--- src/rtl/cipher_pkg.sv ---
// Shared cipher definitions: block geometry and fetch-sequencer state encoding.
// The cipher core's input stage imports the same state type.
package cipher_pkg;

  localparam int unsigned BLOCK_W       = 64;
  localparam int unsigned BYTE_W        = 8;
  localparam int unsigned BYTES_PER_BLK = 8;
  localparam int unsigned BYTE_CNT_W    = $clog2(BYTES_PER_BLK);

  typedef enum logic [2:0] {
    ST_IDLE    = 3'd0,
    ST_FETCH   = 3'd1,
    ST_DRAIN   = 3'd2,
    ST_PRESENT = 3'd3,
    ST_FINISH  = 3'd4
  } fetch_state_e;

  function automatic logic is_last_byte(input logic [BYTE_CNT_W-1:0] cnt);
    return cnt == BYTE_CNT_W'(BYTES_PER_BLK - 1);
  endfunction

endpackage

--- src/rtl/block_fetch_ctrl_if.sv ---
// Memory read bus and block valid/ready handshake between fetch sequencer,
// text memory and cipher core.
interface block_fetch_ctrl_if
  import cipher_pkg::*;
#(
  parameter int unsigned ADDR_W = 8
);

  logic                mem_rd;
  logic [ADDR_W-1:0]   mem_addr;
  logic [BYTE_W-1:0]   mem_data;
  logic [BLOCK_W-1:0]  blk_data;
  logic                blk_valid;
  logic                blk_ready;

  modport master (
    output mem_rd, mem_addr, blk_data, blk_valid,
    input  mem_data, blk_ready
  );

  modport slave (
    input  mem_rd, mem_addr, blk_data, blk_valid,
    output mem_data, blk_ready
  );

endinterface

--- src/rtl/byte_shift_assembler.sv ---
// Shifts bytes in at the LSB end so the first byte read ends up in the MSBs.
module byte_shift_assembler
  import cipher_pkg::*;
(
  input  logic               clk,
  input  logic               rst_n,
  input  logic               shift_en,
  input  logic [BYTE_W-1:0]  din,
  input  logic               clr,
  output logic [BLOCK_W-1:0] dout
);

  logic [BLOCK_W-1:0] asm_q;

  always_ff @(posedge clk or negedge rst_n) begin
    if (!rst_n) begin
      asm_q <= '0;
    end else if (clr) begin
      asm_q <= '0;
    end else if (shift_en) begin
      asm_q <= {asm_q[BLOCK_W-BYTE_W-1:0], din};
    end
  end

  assign dout = asm_q;

endmodule

--- src/rtl/block_fetch_ctrl.sv ---
// Fetches num_blocks 8-byte blocks from byte memory and presents each as a
// 64-bit word over valid/ready; pulses done after the last accepted block.
module block_fetch_ctrl
  import cipher_pkg::*;
#(
  parameter int unsigned ADDR_W = 8,
  parameter int unsigned CNT_W  = 8
)(
  input  logic                clk,
  input  logic                rst_n,
  input  logic                start,
  input  logic [ADDR_W-1:0]   base_addr,
  input  logic [CNT_W-1:0]    num_blocks,
  input  logic                abort,
  output logic                busy,
  output logic                done,
  block_fetch_ctrl_if.master  bus
);

  fetch_state_e            state_q, state_d;
  logic [ADDR_W-1:0]       cur_addr_q, cur_addr_d;
  logic [BYTE_CNT_W-1:0]   byte_cnt_q, byte_cnt_d;
  logic [CNT_W-1:0]        blocks_left_q, blocks_left_d;
  logic                    rd_q, rd_d;
  logic                    asm_clr;
  logic [BLOCK_W-1:0]      asm_data;

  always_ff @(posedge clk or negedge rst_n) begin
    if (!rst_n) begin
      state_q       <= ST_IDLE;
      cur_addr_q    <= '0;
      byte_cnt_q    <= '0;
      blocks_left_q <= '0;
      rd_q          <= 1'b0;
    end else begin
      state_q       <= state_d;
      cur_addr_q    <= cur_addr_d;
      byte_cnt_q    <= byte_cnt_d;
      blocks_left_q <= blocks_left_d;
      rd_q          <= rd_d;
    end
  end

  always_comb begin
    state_d       = state_q;
    cur_addr_d    = cur_addr_q;
    byte_cnt_d    = byte_cnt_q;
    blocks_left_d = blocks_left_q;
    rd_d          = 1'b0;
    asm_clr       = 1'b0;

    unique case (state_q)
      ST_IDLE: begin
        if (start) begin
          asm_clr       = 1'b1;
          cur_addr_d    = base_addr;
          blocks_left_d = num_blocks;
          byte_cnt_d    = '0;
          state_d       = (num_blocks == '0) ? ST_FINISH : ST_FETCH;
        end
      end
      ST_FETCH: begin
        rd_d       = 1'b1;
        cur_addr_d = cur_addr_q + ADDR_W'(1);
        byte_cnt_d = byte_cnt_q + BYTE_CNT_W'(1);
        if (is_last_byte(byte_cnt_q)) begin
          state_d = ST_DRAIN;
        end
      end
      ST_DRAIN: begin
        state_d = ST_PRESENT;
      end
      ST_PRESENT: begin
        if (bus.blk_ready) begin
          blocks_left_d = blocks_left_q - CNT_W'(1);
          state_d       = (blocks_left_q == CNT_W'(1)) ? ST_FINISH : ST_FETCH;
        end
      end
      ST_FINISH: begin
        state_d = ST_IDLE;
      end
      default: begin
        state_d = ST_IDLE;
      end
    endcase

    // Abort overrides everything, including a same-cycle start, and drops the byte in flight.
    if (abort) begin
      state_d = ST_IDLE;
      rd_d    = 1'b0;
      asm_clr = 1'b1;
    end
  end

  byte_shift_assembler u_asm (
    .clk      (clk),
    .rst_n    (rst_n),
    .shift_en (rd_q),
    .din      (bus.mem_data),
    .clr      (asm_clr),
    .dout     (asm_data)
  );

  // Outputs decode from state so an abort or reset blanks them on the next edge.
  assign bus.mem_rd    = (state_q == ST_FETCH);
  assign bus.mem_addr  = (state_q == ST_FETCH) ? cur_addr_q : '0;
  assign bus.blk_valid = (state_q == ST_PRESENT);
  assign bus.blk_data  = (state_q == ST_PRESENT) ? asm_data : '0;
  assign busy          = (state_q != ST_IDLE);
  assign done          = (state_q == ST_FINISH);

endmodule

--- src/flat_wrapper.sv ---
// flat-port wrapper written by rule: the top's interface ports become plain ports
module block_fetch_ctrl_flat import cipher_pkg::*;
#(
  parameter int unsigned ADDR_W = 8,
  parameter int unsigned CNT_W  = 8
)
  (clk, rst_n, start, base_addr, num_blocks, abort, busy, done, bus_mem_rd, bus_mem_addr, bus_blk_data, bus_blk_valid, bus_mem_data, bus_blk_ready);
  block_fetch_ctrl_if #(.ADDR_W(ADDR_W)) bus_i ();
  input  logic clk;
  input  logic rst_n;
  input  logic start;
  input  logic [ADDR_W-1:0] base_addr;
  input  logic [CNT_W-1:0] num_blocks;
  input  logic abort;
  output logic busy;
  output logic done;
  output wire logic [$bits(bus_i.mem_rd)-1:0] bus_mem_rd;
  output wire logic [$bits(bus_i.mem_addr)-1:0] bus_mem_addr;
  output wire logic [$bits(bus_i.blk_data)-1:0] bus_blk_data;
  output wire logic [$bits(bus_i.blk_valid)-1:0] bus_blk_valid;
  input wire logic [$bits(bus_i.mem_data)-1:0] bus_mem_data;
  input wire logic [$bits(bus_i.blk_ready)-1:0] bus_blk_ready;
  assign bus_mem_rd = bus_i.mem_rd;
  assign bus_mem_addr = bus_i.mem_addr;
  assign bus_blk_data = bus_i.blk_data;
  assign bus_blk_valid = bus_i.blk_valid;
  assign bus_i.mem_data = bus_mem_data;
  assign bus_i.blk_ready = bus_blk_ready;
  block_fetch_ctrl #(.ADDR_W(ADDR_W), .CNT_W(CNT_W)) u_core (.clk(clk), .rst_n(rst_n), .start(start), .base_addr(base_addr), .num_blocks(num_blocks), .abort(abort), .busy(busy), .done(done), .bus(bus_i));
endmodule
--- config.mk ---
export PLATFORM = sky130hd
export DESIGN_NAME = block_fetch_ctrl_flat
export DESIGN_NICKNAME = d
export VERILOG_FILES = /design/src/rtl/cipher_pkg.sv /design/src/rtl/block_fetch_ctrl_if.sv /design/src/rtl/byte_shift_assembler.sv /design/src/rtl/block_fetch_ctrl.sv /design/src/flat_wrapper.sv
export SDC_FILE = /design/constraint.sdc
export NUM_CORES = 1
export LEC_CHECK = 0
export CAP_MARGIN = 20
export CORE_MARGIN = 2
export CORE_UTILIZATION = 49
export DETAILED_ROUTE_END_ITERATION = 6
export PLACE_DENSITY = 0.79
export SLEW_MARGIN = 20
export SYNTH_ARGS = -nofsm -noshare
export SYNTH_HDL_FRONTEND = slang
export SYNTH_SLANG_ARGS = --single-unit
--- constraint.sdc ---
create_clock -name clk -period 1.9 [get_ports clk]
set_clock_uncertainty 0.05 [all_clocks]
set_input_delay 0.19 -clock clk [delete_from_list [all_inputs] [get_ports clk]]
set_output_delay 0.19 -clock clk [all_outputs]
set_load 0.005 [all_outputs]
==> results of run 1 <==
==> cells in the mapped netlist (3+ instances only) <==
library cell                n
sky130_fd_sc_hd__nor2_1    77
sky130_fd_sc_hd__o22ai_1    4
sky130_fd_sc_hd__dfrtp_1   87
sky130_fd_sc_hd__o21ai_0   10
sky130_fd_sc_hd__mux2i_1   64
sky130_fd_sc_hd__nand4_1    3
sky130_fd_sc_hd__inv_1      6
sky130_fd_sc_hd__buf_2     20
sky130_fd_sc_hd__nor4_1     3
sky130_fd_sc_hd__nor3_1     8
sky130_fd_sc_hd__nand3_1    9
sky130_fd_sc_hd__clkbuf_1   9
sky130_fd_sc_hd__and2_1    72
sky130_fd_sc_hd__a21oi_1   13
sky130_fd_sc_hd__ha_1       5
sky130_fd_sc_hd__o211ai_1   3
sky130_fd_sc_hd__nand2_1   17
==> timing repair <==
item,4_1_cts,5_1_grt
setup buffers,28,16
gates cloned,8,15
hold buffers,1,0
resized for setup,319,259
pin swaps,9,56
hold endpoints to repair,65,0
setup endpoints to repair,75,159
==> state kept, by name (all words and copies together), names as in the netlist <==
signal	flops
u_core.u_asm.dout	64
u_core.blocks_left_q	8
u_core.byte_cnt_q	3
u_core.cur_addr_q	8
u_core.state_q	3
u_core.rd_q	1
==> power breakdown <==
part	internal, µW	switching [µW]	total (µW)
Sequential	1940	112	2060
Combinational	453	461	915
Clock	645	670	1320
==> layout make-up <==
| cell class | count | area [µm²] |
|---|---|---|
| inverters | 9 | 51.3 |
| clock inverters | 5 | 56.3 |
| fillers | 425 | 1380 |
| repair buffers | 177 | 2140 |
| well taps | 108 | 135 |
| clock buffers | 11 | 141 |
| multi-input cells | 320 | 2640 |
| flip-flops and latches | 87 | 2180 |
==> through the flow <==
stage	area [µm²]	util	cells	power, µW
2_1_floorplan	4410	-	444	2390
3_3_place_gp	5680	0.651	646	2640
3_5_place_dp	5680	0.651	646	2670
4_1_cts	6420	0.736	698	4020
5_1_grt	7340	0.842	717	4460
6_report	7340	0.842	717	4290
==> cells by family after synthesis <==
| group | share of synthesized area |
|---|---|
| mux | 0.148 |
| fa+ha+maj | 0.0142 |
| buf+inv | 0.0383 |
| compound gates | 0.0652 |
| flops | 0.493 |
| simple gates | 0.241 |
==> critical path, stage by stage (launching register included) <==
cell	delay [ns]
sky130_fd_sc_hd__dfrtp_1	0.41
sky130_fd_sc_hd__buf_6	0.13
sky130_fd_sc_hd__buf_6	0.11
sky130_fd_sc_hd__buf_6	0.12
sky130_fd_sc_hd__or4b_4	0.60
sky130_fd_sc_hd__buf_8	0.17
sky130_fd_sc_hd__buf_6	0.13
sky130_fd_sc_hd__nor2_1	0.20
sky130_fd_sc_hd__a211oi_1	0.09
==> worst max path at each step <==
stage	to	slack (ns)	depth (start not counted)	start
floorplan	u_core.state_q[2]	0.27	4	u_core.blocks_left_q[3]
global placement	bus_mem_addr[5]	0.07	4	u_core.state_q[1]
detailed placement	u_core.cur_addr_q[5]	0.03	6	start
CTS	bus_blk_data[27]	-0.16	9	u_core.state_q[1]
global route	u_core.cur_addr_q[5]	-0.24	8	u_core.state_q[0]
finish	u_core.cur_addr_q[5]	-0.22	8	u_core.state_q[0]
==> layer usage <==
layer / wire, µm / part of all wire / up-vias
met5: 0 / 0 / -
met4: 429 / 0.029 / 0
met3: 900 / 0.060 / 37
met2: 7530 / 0.50 / 191
met1: 6100 / 0.41 / 2060
li1: - / - / 1835
==> impl_summary.txt, run 1 <==
----------------------------------------------------
[Status]
  Outcome ... finished with violations
  Violations in the final reports ... negative setup slack

[Global route]
  Maximum number of pins on one net before global-route repair ... 65
  Global routing usage on met3 ... 0.0489
  Combined global-route utilization of all metal layers ... 0.245
  Number of global-route vias before repair ... 3850
  M1 GR Usage ... 0.333
  Total gr overflow ... 0
  GRT met2 Usage ... 0.394
  Busiest layer in global routing ... met2
  Antenna violations before repair ... 0
  Global-route wire length before repair ... 19.3 mm

[Detailed routing]
  Total detailed-routing wirelength ... 15.0 mm
  Number of search-and-repair iterations in the first detailed-routing pass ... 4
  Number of routed nets with antenna violations ... 0
  DRC viols ... 0
  Via density ... 5.75
  Number of design-rule violations left by the first detailed-router iteration ... 187
  Vias after detailed routing ... 4123
  Routed WL per cell ... 20.9 µm

[Die]
  Die boundary width ... 98.9 µm
  Standard-cell row count ... 34
  Die Area ... 0.00978 mm²
  # IOs ... 105
  Initial core utilization ... 0.506
  Height of the die ... 98.9 µm
  Standard cell core area ... 0.00872 mm²

[Yosys]
  Post-synth net total ... 478
  Instance count of the mapped netlist ... 444
  Portion of the post-synthesis area used by sequential elements ... 0.493
  Cell area after synthesis ... 0.00441 mm²
  Cell taking the most area after synthesis ... sky130_fd_sc_hd__dfrtp_1
  Total of flip-flops plus latches after synthesis ... 87
  Leading post-synthesis cells by cell area ... sky130_fd_sc_hd__dfrtp_1, sky130_fd_sc_hd__mux2i_1, sky130_fd_sc_hd__and2_1, sky130_fd_sc_hd__nor2_1, sky130_fd_sc_hd__buf_2
  Post-synth top flop ... sky130_fd_sc_hd__dfrtp_1
  Number of flops mapped to enable cells by yosys ... 0
  Average cell area after synthesis ... 9.94 µm²
  Top cell type's share of synthesized area ... 0.493
  Yosys warns ... 0
  Post-synthesis async set-or-reset flop share ... 1.00
  Synth unique cells ... 43

[Placement]
  Half-perimeter wire length after detailed placement ... 6.75 mm
  Setup Slack @ Placement ... 0.0263 ns
  Count of port buffers added during placement ... 104
  Global placement routability congestion ... 0.837

[Critical path]
  Type of element capturing the critical path ... flip-flop
  Crit Path Category ... reg2reg
  Data arrival time at the worst-slack endpoint ... 2.31 ns
  Depth of the worst register-to-register path ... 8
  Maximum fanout encountered on the critical timing path ... 6
  Startpoint of the most critical register-to-register path ... u_core.state_q[0]
  Reg-to-reg critical path endpoint ... u_core.cur_addr_q[5]
  Worst EP required ... 2.09 ns
  Type of origin of the critical path ... flip-flop
  R2R setup slack ... -0.22 ns

[Timing]
  Worst max-slew margin expressed relative to the limit ... 0.660
  Setup Viol. Count Final ... 95
  Share of the clock period used by the worst path after layout ... 1.12
  Min Clock Period, post-route ... 2.12 ns
  Final total negative setup slack ... -9.77 ns
  Setup repair after global routing missed its margin ... yes
  Number of hold-slack violations in the final timing report ... 0
  Maximum operating frequency ... 0.471 GHz
  Number of slew-limit violations in the final report ... 0
  Hold slack final ... 0.206 ns
  Final setup margin ... -0.222 ns
  Worst slew pin tran ... 0.505 ns

[CTS]
  CTS Root Buffer Type ... sky130_fd_sc_hd__clkbuf_8
  CTS Buf Count ... 9
  Maximum buffer depth of the clock tree ... 2
  Clock Latency Late Sink ... 0.36 ns
  Clock tree from TritonCTS ... built
  Sinks on Clock Net ... 87
  Clock transition at the registers of the reported paths ... 0.09 ns
  Total number of H-tree levels ... 3

[Final layout]
  Commonest non-fill, non-tap cells in the layout ... sky130_fd_sc_hd__dfrtp_1, sky130_fd_sc_hd__buf_6, sky130_fd_sc_hd__and2_4, sky130_fd_sc_hd__mux2i_1, sky130_fd_sc_hd__nor2_1
  Most frequent standard cell in the layout excluding fill and tap cells ... sky130_fd_sc_hd__dfrtp_1
  Area Growth Syn to Fin ... 66.4%
  Number of antenna diodes ... 0
  Share of layout cells above drive strength 1 ... 0.493
  Final #Nets ... 638

[Min path]
  HP Class ... in2async

[Power and ir drop]
  Maximum ir drop on the vdd rail ... 0.000579 V
  Leakage dissipation ... 0.00321 µW
  Power per Cell Area ... 584 mW/mm²

[Flow run]
  Maxcap violations ... 0

----------------------------------------------------
No activity file was read; power rests on OpenSTA's default activity.
==> run 2: changes to the inputs <==
Settings changed: CTS_CLUSTER_DIAMETER set to 30.
==> results of run 2 <==
No change in the layout: final DEF, timing and power equal those of run 1.
==> run 3: changes to the inputs <==
Settings changed: CORE_UTILIZATION 49 to 50, PLACE_DENSITY 0.79 to 0.8, SLEW_MARGIN 20 to 25.
==> impl_summary.txt, run 3 (synthesis gave the netlist of run 1 again) <==
----------------------------------------------------
[Status]
  Outcome ... finished with violations
  Violations in the final reports ... negative setup slack

[Critical path]
  Type of origin of the critical path ... flip-flop
  Peak per-stage delay on the critical path ... 0.60 ns (about the same)
  Depth of the worst register-to-register path ... 8 (unchanged)
  Crit path cell chain ... buf_6, buf_6, buf_8, or4b_4, buf_12, nand2b_4, buf_8, nor2_4
  Maximum fanout encountered on the critical timing path ... 7 (+1)
  Crit Path Category ... reg2reg
  Startpoint of the most critical register-to-register path ... u_core.state_q[1]
  Worst EP required ... 2.10 ns (about the same)
  Data arrival time at the worst-slack endpoint ... 2.24 ns (-0.07 ns)
  Worst-path cell with the longest stage delay ... sky130_fd_sc_hd__or4b_4
  Type of element capturing the critical path ... flip-flop
  R2R setup slack ... -0.14 ns (+0.08 ns)
  Reg-to-reg critical path endpoint ... u_core.u_asm.dout[8]

[Final layout]
  Final #Nets ... 632 (-0.94%)
  Flip-flop count of the largest register after layout ... 64 (unchanged)
  Number of antenna diodes ... 0 (unchanged)
  Area Growth Syn to Fin ... 53.8%
  Most frequent standard cell in the layout excluding fill and tap cells ... sky130_fd_sc_hd__dfrtp_1
  Final cell count without fillers ... 711 (-0.84%)
  Commonest non-fill, non-tap cells in the layout ... sky130_fd_sc_hd__dfrtp_1, sky130_fd_sc_hd__mux2i_1, sky130_fd_sc_hd__clkbuf_2, sky130_fd_sc_hd__and2_4, sky130_fd_sc_hd__nor2_1
  Share of layout cells above drive strength 1 ... 0.433 (-0.0598)
  Post-route cell area ... 0.00679 mm² (-7.6%)

[Global route]
  Combined global-route utilization of all metal layers ... 0.220 (-0.0251)
  Total gr overflow ... 0 (unchanged)
  Number of global-route vias before repair ... 3593 (-6.7%)
  Maximum number of pins on one net before global-route repair ... 42 (-35%)
  Busiest layer in global routing ... met2
  GRT met2 Usage ... 0.352 (-0.0425)
  Global-route wire length before repair ... 17.5 mm (-9.6%)
  Global routing usage on met3 ... 0.0394 (-0.00957)
  Antenna violations before repair ... 0 (unchanged)
  M1 GR Usage ... 0.309 (-0.0243)

[Timing]
  Worst slew pin tran ... 0.574 ns (+0.0693 ns)
  Number of slew-limit violations in the final report ... 0 (unchanged)
  Final total negative setup slack ... -8.94 ns (+0.830 ns)
  Maximum operating frequency ... 0.489 GHz (+3.8%)
  Number of hold-slack violations in the final timing report ... 0 (unchanged)
  Min Clock Period, post-route ... 2.04 ns (-0.0776 ns)
  Final setup margin ... -0.144 ns (+0.0776 ns)
  Setup repair after global routing missed its margin ... yes
  Worst max-slew margin expressed relative to the limit ... 0.614 (-0.0466)
  Share of the clock period used by the worst path after layout ... 1.08 (-0.0409)
  Setup Viol. Count Final ... 124 (+31%)

[Placement]
  Placed cells ... 647 (+0.15%)
  Count of port buffers added during placement ... 104 (unchanged)
  Placed standard-cell area ... 0.00570 mm² (+0.35%)
  Global placement routability congestion ... 0.873 (+4.2%)
  Half-perimeter wire length after detailed placement ... 6.76 mm (+0.22%)

[Die]
  Die Area ... 0.00959 mm² (-1.9%)
  Initial core utilization ... 0.511 (+0.00499)
  Die boundary width ... 97.9 µm (-0.97%)
  # IOs ... 105 (unchanged)
  Height of the die ... 97.9 µm (-0.97%)
  Standard cell core area ... 0.00864 mm² (-0.98%)
  Standard-cell row count ... 34 (unchanged)

[Detailed routing]
  DRC viols ... 0 (unchanged)
  Number of design-rule violations left by the first detailed-router iteration ... 280 (+50%)
  Number of search-and-repair iterations in the first detailed-routing pass ... 4 (unchanged)
  Number of routed nets with antenna violations ... 0 (unchanged)
  Vias after detailed routing ... 3979 (-3.5%)
  Via density ... 5.60 (-2.7%)
  Routed WL per cell ... 18.7 µm (-10%)
  Total detailed-routing wirelength ... 13.3 mm (-11%)

[Min path]
  HP Class ... in2async

[Power and ir drop]
  Leakage dissipation ... 0.00304 µW (-5.5%)
  Maximum ir drop on the vdd rail ... 0.000528 V (-8.8%)
  Power per Cell Area ... 611 mW/mm² (+4.7%)

[Flow run]
  Maxcap violations ... 0 (unchanged)

[CTS]
  Clock transition at the registers of the reported paths ... 0.10 ns (about the same)
  Sinks on Clock Net ... 87 (unchanged)
  Total number of H-tree levels ... 3 (unchanged)
  CTS Root Buffer Type ... sky130_fd_sc_hd__clkbuf_8
  Maximum buffer depth of the clock tree ... 2 (unchanged)
  Clock Latency Late Sink ... 0.36 ns (about the same)
  Clock tree from TritonCTS ... built
  CTS Buf Count ... 9 (unchanged)

----------------------------------------------------
[run 3: changes by cell type in the layout (fill, tap and decap cells not counted), moves of 2 or more]
cell / delta
sky130_fd_sc_hd__nor2_4: -11
sky130_fd_sc_hd__buf_12: -4
sky130_fd_sc_hd__and2_1: +26
sky130_fd_sc_hd__clkinvlp_4: +2
sky130_fd_sc_hd__clkdlybuf4s15_1: +5
sky130_fd_sc_hd__clkbuf_2: +43
sky130_fd_sc_hd__buf_6: -55
sky130_fd_sc_hd__nand3_1: +4
sky130_fd_sc_hd__and2_4: -26
sky130_fd_sc_hd__buf_2: +2
sky130_fd_sc_hd__nand3_2: -4
sky130_fd_sc_hd__nor2_2: +12
[run 3: critical path, delay by kind of cell, from the launching register on]
kind | cells | cell delay [ns]
buffers and inverters | 5 | 0.70
AND/OR/NAND/NOR | 3 | 0.75
flip-flops | 1 | 0.43
[run 3: what timing repair did]
item	CTS	global route
pin swaps	2	47
setup buffers	15	16
hold buffers	1	0
gates resized for setup	150	258
hold endpoints to repair	38	0
cloned	3	16
setup endpoints to repair	76	122
[run 3: metal layers]
metal  up-vias  routed length, µm
li1       1825                  -
met1      1980               5530
met2       151               6900
met3        23                669
met4         0                187
met5         -                  0
[run 3: final cells by class]
type | count | area, µm²
Tap cell | 108 | 135
Clock inverter | 7 | 55.1
Fill cell | 508 | 1850
Sequential cell | 87 | 2180
Clock buffer | 9 | 124
Inverter | 9 | 48.8
Multi-Input combinational cell | 320 | 2520
Timing Repair inverter | 1 | 7.51
Timing Repair Buffer | 170 | 1710
[run 3: worst max-delay path by stage]
stage,start,endpoint,slack [ns],depth (start not counted)
after CTS,u_core.state_q[0],bus_blk_data[27],-0.22,6
final,u_core.state_q[1],u_core.u_asm.dout[8],-0.14,8
after detailed placement,start,u_core.cur_addr_q[5],-0.02,6
after global placement,start,u_core.cur_addr_q[5],0.05,6
after floorplan,u_core.blocks_left_q[3],u_core.state_q[2],0.27,4
after global routing,u_core.state_q[1],u_core.cur_addr_q[5],-0.20,8
[run 3: report_power, final]
part	switching, µW	internal, µW
combinational	429	430
sequential	117	1940
clock	740	487
total	1290	2860
[run 3: through the flow]
stage	setup WS [ns]	util	hold slack [ns]	power (µW)
after floorplan	0.267	-	-0.156	2390
after global placement	0.0478	0.660	0.151	2640
after detailed placement	-0.0231	0.660	0.160	2670
after CTS	-0.221	0.705	0.330	3910
after global routing	-0.195	0.786	0.348	4310
final	-0.144	0.786	0.301	4150
